==> src/rtl/ship_fire_ctrl.sv <==
// ship_fire_ctrl: turns the fire key into one-frame activation pulses for the
// ship projectile slots. It enforces a refire cooldown, hands shots out
// round-robin across free slots, and counts the shots issued.
// One frame_clk cycle is one video frame.
//
// Ports:
//   frame_clk   - frame clock; all state changes on its rising edge
//   Reset       - asynchronous, active-low reset
//   keycode     - current keyboard keycode
//   ShipAlive   - 1 = ship may fire
//   ProjBusy    - per-slot ProjEn fed back from each projectile instance
//   ProjActvt   - one-hot activation pulse, one frame wide
//   FireBlocked - one-frame pulse when a request is dropped because no slot is free
//   ShotsFired  - saturating count of shots issued
//   CoolActive  - high while the refire cooldown runs
module ship_fire_ctrl #(
    parameter int unsigned NUM_SLOTS = 2,
    parameter int unsigned COOLDOWN  = 8,
    parameter logic [7:0]  FIRE_KEY  = 8'h2C,
    parameter bit          AUTOFIRE  = 1'b0
) (
    input  logic                 frame_clk,
    input  logic                 Reset,
    input  logic [7:0]           keycode,
    input  logic                 ShipAlive,
    input  logic [NUM_SLOTS-1:0] ProjBusy,
    output logic [NUM_SLOTS-1:0] ProjActvt,
    output logic                 FireBlocked,
    output logic [15:0]          ShotsFired,
    output logic                 CoolActive
);

    localparam int unsigned SlotW = (NUM_SLOTS > 1) ? $clog2(NUM_SLOTS) : 1;
    localparam int unsigned CntW  = (COOLDOWN > 2) ? $clog2(COOLDOWN) : 1;
    localparam logic [CntW-1:0]  CoolInit = CntW'(COOLDOWN - 1);
    localparam logic [SlotW-1:0] LastSlot = SlotW'(NUM_SLOTS - 1);

    typedef enum logic [1:0] {StIdle, StFire, StCool} state_e;

    state_e               state_q, state_d;
    logic                 key_prev_q;
    logic [NUM_SLOTS-1:0] reserved_q, reserved_d;
    logic [SlotW-1:0]     rr_ptr_q, rr_ptr_d;
    logic [SlotW-1:0]     sel_q, sel_d;
    logic [CntW-1:0]      cool_cnt_q, cool_cnt_d;
    logic [NUM_SLOTS-1:0] proj_actvt_q, proj_actvt_d;
    logic                 fire_blocked_q, fire_blocked_d;
    logic [15:0]          shots_q, shots_d;
    logic                 cool_active_q, cool_active_d;

    logic                 key_hit;
    logic                 req;
    logic [NUM_SLOTS-1:0] free;
    logic                 found;
    logic [SlotW-1:0]     pick;

    assign key_hit = (keycode == FIRE_KEY);
    // Without autofire only the press edge counts, so a held key fires once.
    assign req     = AUTOFIRE ? key_hit : (key_hit & ~key_prev_q);
    assign free    = ~ProjBusy & ~reserved_q;

    // First free slot at or above rr_ptr, wrapping at NUM_SLOTS.
    always_comb begin
        logic [31:0] idx;
        found = 1'b0;
        pick  = '0;
        idx   = '0;
        for (int unsigned k = 0; k < NUM_SLOTS; k++) begin
            idx = (32'(rr_ptr_q) + k) % NUM_SLOTS;
            if (!found && free[idx[SlotW-1:0]]) begin
                found = 1'b1;
                pick  = idx[SlotW-1:0];
            end
        end
    end

    always_comb begin
        state_d        = state_q;
        // A slot that has raised ProjEn no longer needs its reservation.
        reserved_d     = reserved_q & ~ProjBusy;
        rr_ptr_d       = rr_ptr_q;
        sel_d          = sel_q;
        cool_cnt_d     = cool_cnt_q;
        proj_actvt_d   = '0;
        fire_blocked_d = 1'b0;
        shots_d        = shots_q;
        cool_active_d  = 1'b0;

        unique case (state_q)
            StIdle: begin
                if (req && ShipAlive) begin
                    if (found) begin
                        state_d      = StFire;
                        sel_d        = pick;
                        // Registered so the pulse is visible during the FIRE cycle.
                        proj_actvt_d = NUM_SLOTS'(1) << pick;
                    end else begin
                        fire_blocked_d = 1'b1;
                    end
                end
            end
            StFire: begin
                reserved_d[sel_q] = 1'b1;
                rr_ptr_d          = (sel_q == LastSlot) ? '0 : sel_q + SlotW'(1);
                if (shots_q != 16'hFFFF) begin
                    shots_d = shots_q + 16'd1;
                end
                cool_cnt_d    = CoolInit;
                cool_active_d = 1'b1;
                state_d       = StCool;
            end
            StCool: begin
                if (cool_cnt_q == '0) begin
                    state_d    = StIdle;
                    // Covers the Halt->Init frame before ProjEn comes up.
                    reserved_d = '0;
                end else begin
                    cool_cnt_d    = cool_cnt_q - CntW'(1);
                    cool_active_d = 1'b1;
                end
            end
            default: state_d = StIdle;
        endcase
    end

    always_ff @(posedge frame_clk or negedge Reset) begin
        if (!Reset) begin
            state_q        <= StIdle;
            key_prev_q     <= 1'b0;
            reserved_q     <= '0;
            rr_ptr_q       <= '0;
            sel_q          <= '0;
            cool_cnt_q     <= '0;
            proj_actvt_q   <= '0;
            fire_blocked_q <= 1'b0;
            shots_q        <= '0;
            cool_active_q  <= 1'b0;
        end else begin
            state_q        <= state_d;
            key_prev_q     <= key_hit;
            reserved_q     <= reserved_d;
            rr_ptr_q       <= rr_ptr_d;
            sel_q          <= sel_d;
            cool_cnt_q     <= cool_cnt_d;
            proj_actvt_q   <= proj_actvt_d;
            fire_blocked_q <= fire_blocked_d;
            shots_q        <= shots_d;
            cool_active_q  <= cool_active_d;
        end
    end

    assign ProjActvt   = proj_actvt_q;
    assign FireBlocked = fire_blocked_q;
    assign ShotsFired  = shots_q;
    assign CoolActive  = cool_active_q;

endmodule
==> config.mk <==
export PLATFORM = sky130hd
export DESIGN_NAME = ship_fire_ctrl
export DESIGN_NICKNAME = d
export VERILOG_FILES = /design/src/rtl/ship_fire_ctrl.sv
export SDC_FILE = /design/constraint.sdc
export NUM_CORES = 1
export LEC_CHECK = 0
export ABC_AREA = 1
export CAP_MARGIN = 20
export CELL_PAD_IN_SITES_DETAIL_PLACEMENT = 1
export CELL_PAD_IN_SITES_GLOBAL_PLACEMENT = 2
export CORE_MARGIN = 2
export CORE_UTILIZATION = 25
export DETAILED_ROUTE_END_ITERATION = 8
export HOLD_SLACK_MARGIN = 0.06
export PLACE_DENSITY = 0.8
export REMOVE_ABC_BUFFERS = 1
export SLEW_MARGIN = 15
export SYNTH_ARGS = -nofsm -noshare
export SYNTH_HDL_FRONTEND = slang
export SYNTH_SLANG_ARGS = --single-unit
export TNS_END_PERCENT = 20
==> constraint.sdc <==
create_clock -name frame_clk -period 1.6 [get_ports frame_clk]
set_input_delay 0.32 -clock frame_clk [delete_from_list [all_inputs] [get_ports frame_clk]]
set_output_delay 0.32 -clock frame_clk [all_outputs]
set_load 0.1 [all_outputs]
After elaboration in Yosys (flattened, before gate mapping)
Cells that the tools add are included.
{"block": "totals", "ff_bits": 30, "in_bits": 13, "output_inout_bits": 20, "elab_cells": 72}
{"block": "op_classes", "n_addsub": 4, "magnitude_cmp": 4, "n_eq_ne": 8, "shift": 1, "n_mux": 27, "bitwise": 7, "reduce_logical": 11}
{"cell": "adder 16 x 1 -> 16 bit (second input constant)", "count": 1}
{"cell": "!= test 16 bit (second input constant)", "count": 1}
{"cell": "two-way mux 1 bit", "count": 14}
{"cell": "two-way mux 2 bit", "count": 7}
{"cell": "equality test 8 x 6 -> 1 bit (second input constant)", "count": 1}
{"cell": "!= test 2 bit (second input constant)", "count": 4}
{"cell": "< comparator 1 x 2 -> 1 bit (second input constant)", "count": 3}
{"cell": "case mux 2 bit (3 select lines)", "count": 1}
{"cell": "case mux 3 bit (2 select lines)", "count": 1}
{"cell": "AND reduction 3 bit", "count": 2}
{"cell": "bitwise AND 2 bit", "count": 2}
{"cell": "NOT 2 bit", "count": 2}
{"cell": "case mux 2 bit (2 select lines)", "count": 1}
{"cell": "AND reduction 2 bit", "count": 2}
{"cell": "logical AND 1 bit", "count": 3}
{"cell": "logical NOT 3 bit", "count": 1}
{"cell": "two-way mux 3 bit", "count": 1}
{"cell": "subtractor 3 x 1 -> 3 bit (second input constant)", "count": 1}
{"cell": "adder 1 bit (second input constant)", "count": 2}
{"cell": "equality test 2 x 1 -> 1 bit (second input constant)", "count": 1}
{"cell": "equality test 2 bit (second input constant)", "count": 1}
{"cell": "logical NOT 2 bit", "count": 1}
{"cell": "bitwise OR 2 bit", "count": 1}
{"cell": "case mux 1 bit (2 select lines)", "count": 1}
{"cell": "other kinds (7)", "count": 7}

Depth between registers and ports, before layout
Gate-level depths: netlist of run 1.
{"block": "depth", "ltp_word": 12, "ltp_mapped": 9, "depth_no_buf": 9}

Worst setup path after synthesis of run 1
Ideal clock, no wire load.
{"block": "synth_path", "kind": "reg2reg", "from": "register shots_q[0] (netlist: ShotsFired[0])", "to": "register shots_q[8] (netlist: ShotsFired[8])", "setup_ns": 0.159, "arrival_time_ns": 1.983, "t_required_ns": 1.441, "path_slack_ns": -0.542, "path_stages_with_launch": 6, "path_buffers": 0, "period_less_slack_ns": 2.142, "cell_sequence": "dfrtp_1 -> ha_1 -> nand3_2 -> nor3_1 -> nand3_1 -> xnor2_1"}
{"block": "synth_between", "elab_chain_cells": 2, "word_cells_on_any_way": 3, "classes_between": "1 x add/sub; 1 x eq/ne; 1 x reduce/logical"}
{"item": "start: declaration", "line_no": "48", "source": "logic [15:0] shots_q, shots_d;"}
{"item": "start signal: assignment", "line_no": "147", "source": "shots_q <= shots_d;"}
{"item": "parallel branches: the longest is 2 deep, another holds adder 16 x 1 -> 16 bit"}
Parallel ways; which one is timed is not known.
A chain may end at the register's enable or synchronous reset.

Worst setup path after layout of run 1
{"block": "layout_path", "from": "register shots_q[6] (netlist: ShotsFired[6])", "to": "register shots_q[14] (netlist: ShotsFired[14])"}
The elaborated chain is that of the path after synthesis.

==> results.sh, run 1 <==
export IMPL_clockRootBuffer="clkbuf_8"
export IMPL_crit_type="register to register"
export IMPL_drive_gt1_frac=0.210
export IMPL_place_congestion=0.720
export IMPL_ctsLongestPathBuffers=2
export IMPL_cp_required_ns=1.82
export IMPL_grt_overflow_total=0
export IMPL_synth_area_per_cell_um2=7.23
export IMPL_r2r_start="ShotsFired[6]"
export IMPL_vias_per_cell=4.22
export IMPL_drtAntennaViolNets=0
export IMPL_hpwl_um=3550
export IMPL_syn_cell_area_um2=1780
export IMPL_tns_ns=0
export IMPL_final_util=0.397
export IMPL_seqCellArea_um2=751
export IMPL_setup_ws_ns=0.151
export IMPL_initial_core_util=0.260
export IMPL_end_kind="register"
export IMPL_fp_dieArea_um2=7810
export IMPL_hold_viol_final=0
export IMPL_maxSlewViolCount=0
export IMPL_met3_usage=0.0280
export IMPL_final_common_cell="nand2_1"
export IMPL_cts_reportedPaths_clkPinSlew_ns=0.07
export IMPL_grt_busiest_layer="met2"
export IMPL_antenna_found_initial=0
export IMPL_yosys_warnings=0
export IMPL_relSlewSlack=0.746
export IMPL_ir_drop_mv=0.787
export IMPL_antenna_cells=0
export IMPL_crit_path_start_kind="register"
export IMPL_cts_made_buffers=5
export IMPL_wl_per_cell_um=11.6
export IMPL_whs_ns=0.394
export IMPL_setup_viol=0
export IMPL_pwr_density_cell_nw_per_um2=1280
export IMPL_crit_start="ShotsFired[6]"
export IMPL_fillerInstances=843
export IMPL_met1_usage=0.161
export IMPL_crit_arrival_ns=1.67
export IMPL_area_delta_synth_final_pct=52.5
export IMPL_hold_path_class="input pin to async pin"
export IMPL_grt_pass1_wl_um=7650
export IMPL_min_period_over_period=0.906
export IMPL_multi_input_area_um2=880
export IMPL_post_route_cell_area_um2=2710
export IMPL_dieWidth_um=88.4
export IMPL_clock_skew_ns=0.0101
export IMPL_nNetsFinal=328
export IMPL_drt_total_wl_um=4690
export IMPL_rsz0062_at_grt="false"
export IMPL_synth_cell_type_count=25
export IMPL_core_area_um2=6830
export IMPL_period_needed_ns=1.45
export IMPL_num_rows=30
export IMPL_vias=1708
export IMPL_cts_tree="yes"
export IMPL_grt_start_max_net_pins=31
export IMPL_status="complete, no violations"
export IMPL_firstDrtPassIters=4
export IMPL_syn_inst=246
export IMPL_drv_cap=0
export IMPL_layout_common_cells="88 x nand2_1, 36 x inv_1, 30 x dfrtp_1"
export IMPL_port_buffers=32
export IMPL_tightest_slew_ns=0.380
export IMPL_post_cts_setup_buffers=0
export IMPL_ys_ff_latch=30
export IMPL_io_pins=33
export IMPL_clkSinkCount=30
export IMPL_synth_seq_area_share=0.422
export IMPL_placed_area_um2=2610
export IMPL_path_max_fanout=14
export IMPL_track_usage=0.129
export IMPL_drcViolationCount=0
export IMPL_cts_htree_levels=2
export IMPL_die_h_um=88.4
export IMPL_p_leak_uw=0.00136
export IMPL_drt_initial_drc_count=75
export IMPL_grt_pass1_vias=1618
export IMPL_clock_fmax_mhz=690
export IMPL_post_place_ws_ns=-0.0600
export IMPL_clkLatencyLatePin_ns=0.29
export IMPL_use_met2=0.220
-- timing repair --
| action | CTS | global route |
|---|---|---|
| resized for setup | 1 | 3 |
| setup endpoints to repair | 14 | 4 |
| hold buffers | 0 | 0 |
-- routing by layer --
metal / up-vias / routed length [um]
met1: 808 / 2170
met2: 19 / 2330
met5: - / 0
met3: 6 / 112
met4: 0 / 78
li1: 875 / -
-- cells in the mapped netlist (all sizes together) --
cell,number,area [um^2]
o32ai,1,8.76
a21oi,5,25.0
nand2b,1,13.8
ha,7,87.6
nor3,4,25.0
xnor2,4,35.0
xor2,3,26.3
nand3,14,75.1
inv,37,139
buf,2,22.5
nor2,32,128
or2,1,6.26
nand2,91,347
nand4,2,12.5
o22ai,1,6.26
dfrtp,30,751
o21ai,9,56.3
nand3b,2,15.0
-- registers in the layout (all words and copies together), names as in the netlist, 2 cells and up --
signal / cells
cool_cnt_q: 3
state_q: 2
ShotsFired: 16
reserved_q: 2
ProjActvt: 2
-- final timing paths --
check,to,slack [ns],depth (start not counted)
max,ShotsFired[14],0.15,8
min in group frame_clk,sel_q,0.48,2
max in group asynchronous,cool_cnt_q[0],1.03,2
min,ShotsFired[6],0.39,2
min reg2reg,sel_q,0.48,2
max reg2reg,ShotsFired[14],0.15,8
-- where the power goes --
group	switching, uW	internal (uW)	leakage (uW)
Clock	300	347	0.0000482
Sequential	94.5	900	0.000395
Combinational	1140	695	0.000916
Total	1530	1940	0.00136
-- worst max-delay path, stage by stage (launching register included) --
cell,delay [ns]
dfrtp_1,0.45
nand2_2,0.11
nor2_2,0.16
nand2b_4,0.06
buf_4,0.14
o21ai_4,0.16
buf_12,0.16
nand2_1,0.07
nand2_1,0.07
-- final cells by class --
| cell class | count | share of cell area |
|---|---|---|
| clock buffers | 7 | 0.0318 |
| clock inverters | 1 | 0.00184 |
| inverters | 37 | 0.0512 |
| multi-input cells | 177 | 0.324 |
| flip-flops and latches | 30 | 0.277 |
| well taps | 96 | 0.0443 |
| repair buffers | 57 | 0.270 |
-- through the flow --
step,total power [uW],std cells
CTS,3530,405
finish,3470,405
floorplan,2070,244
global placement,2810,397
global route,3710,405
detailed placement,2840,397
-- kinds of logic (layout without fill, tap and decap cells) --
| kind of cell | Yosys count | in the layout | synth area share |
|---|---|---|---|
| xor gates and xnor gates | 7 | 7 | 0.0345 |
| adders and majority gates | 7 | 7 | 0.0492 |
| DFF | 30 | 30 | 0.422 |
| buffers and inverters | 39 | 102 | 0.0907 |
| AOI/OAI and AO/OA | 16 | 16 | 0.0541 |
| and+or+nand+nor | 147 | 147 | 0.349 |
Power figures use the tool's default switching activity.
==> inputs of run 2 (changes only) <==
- GPL_ROUTABILITY_DRIVEN: unset -> 0
==> results of run 2 <==
No change in the layout: final DEF, timing and power equal those of run 1.
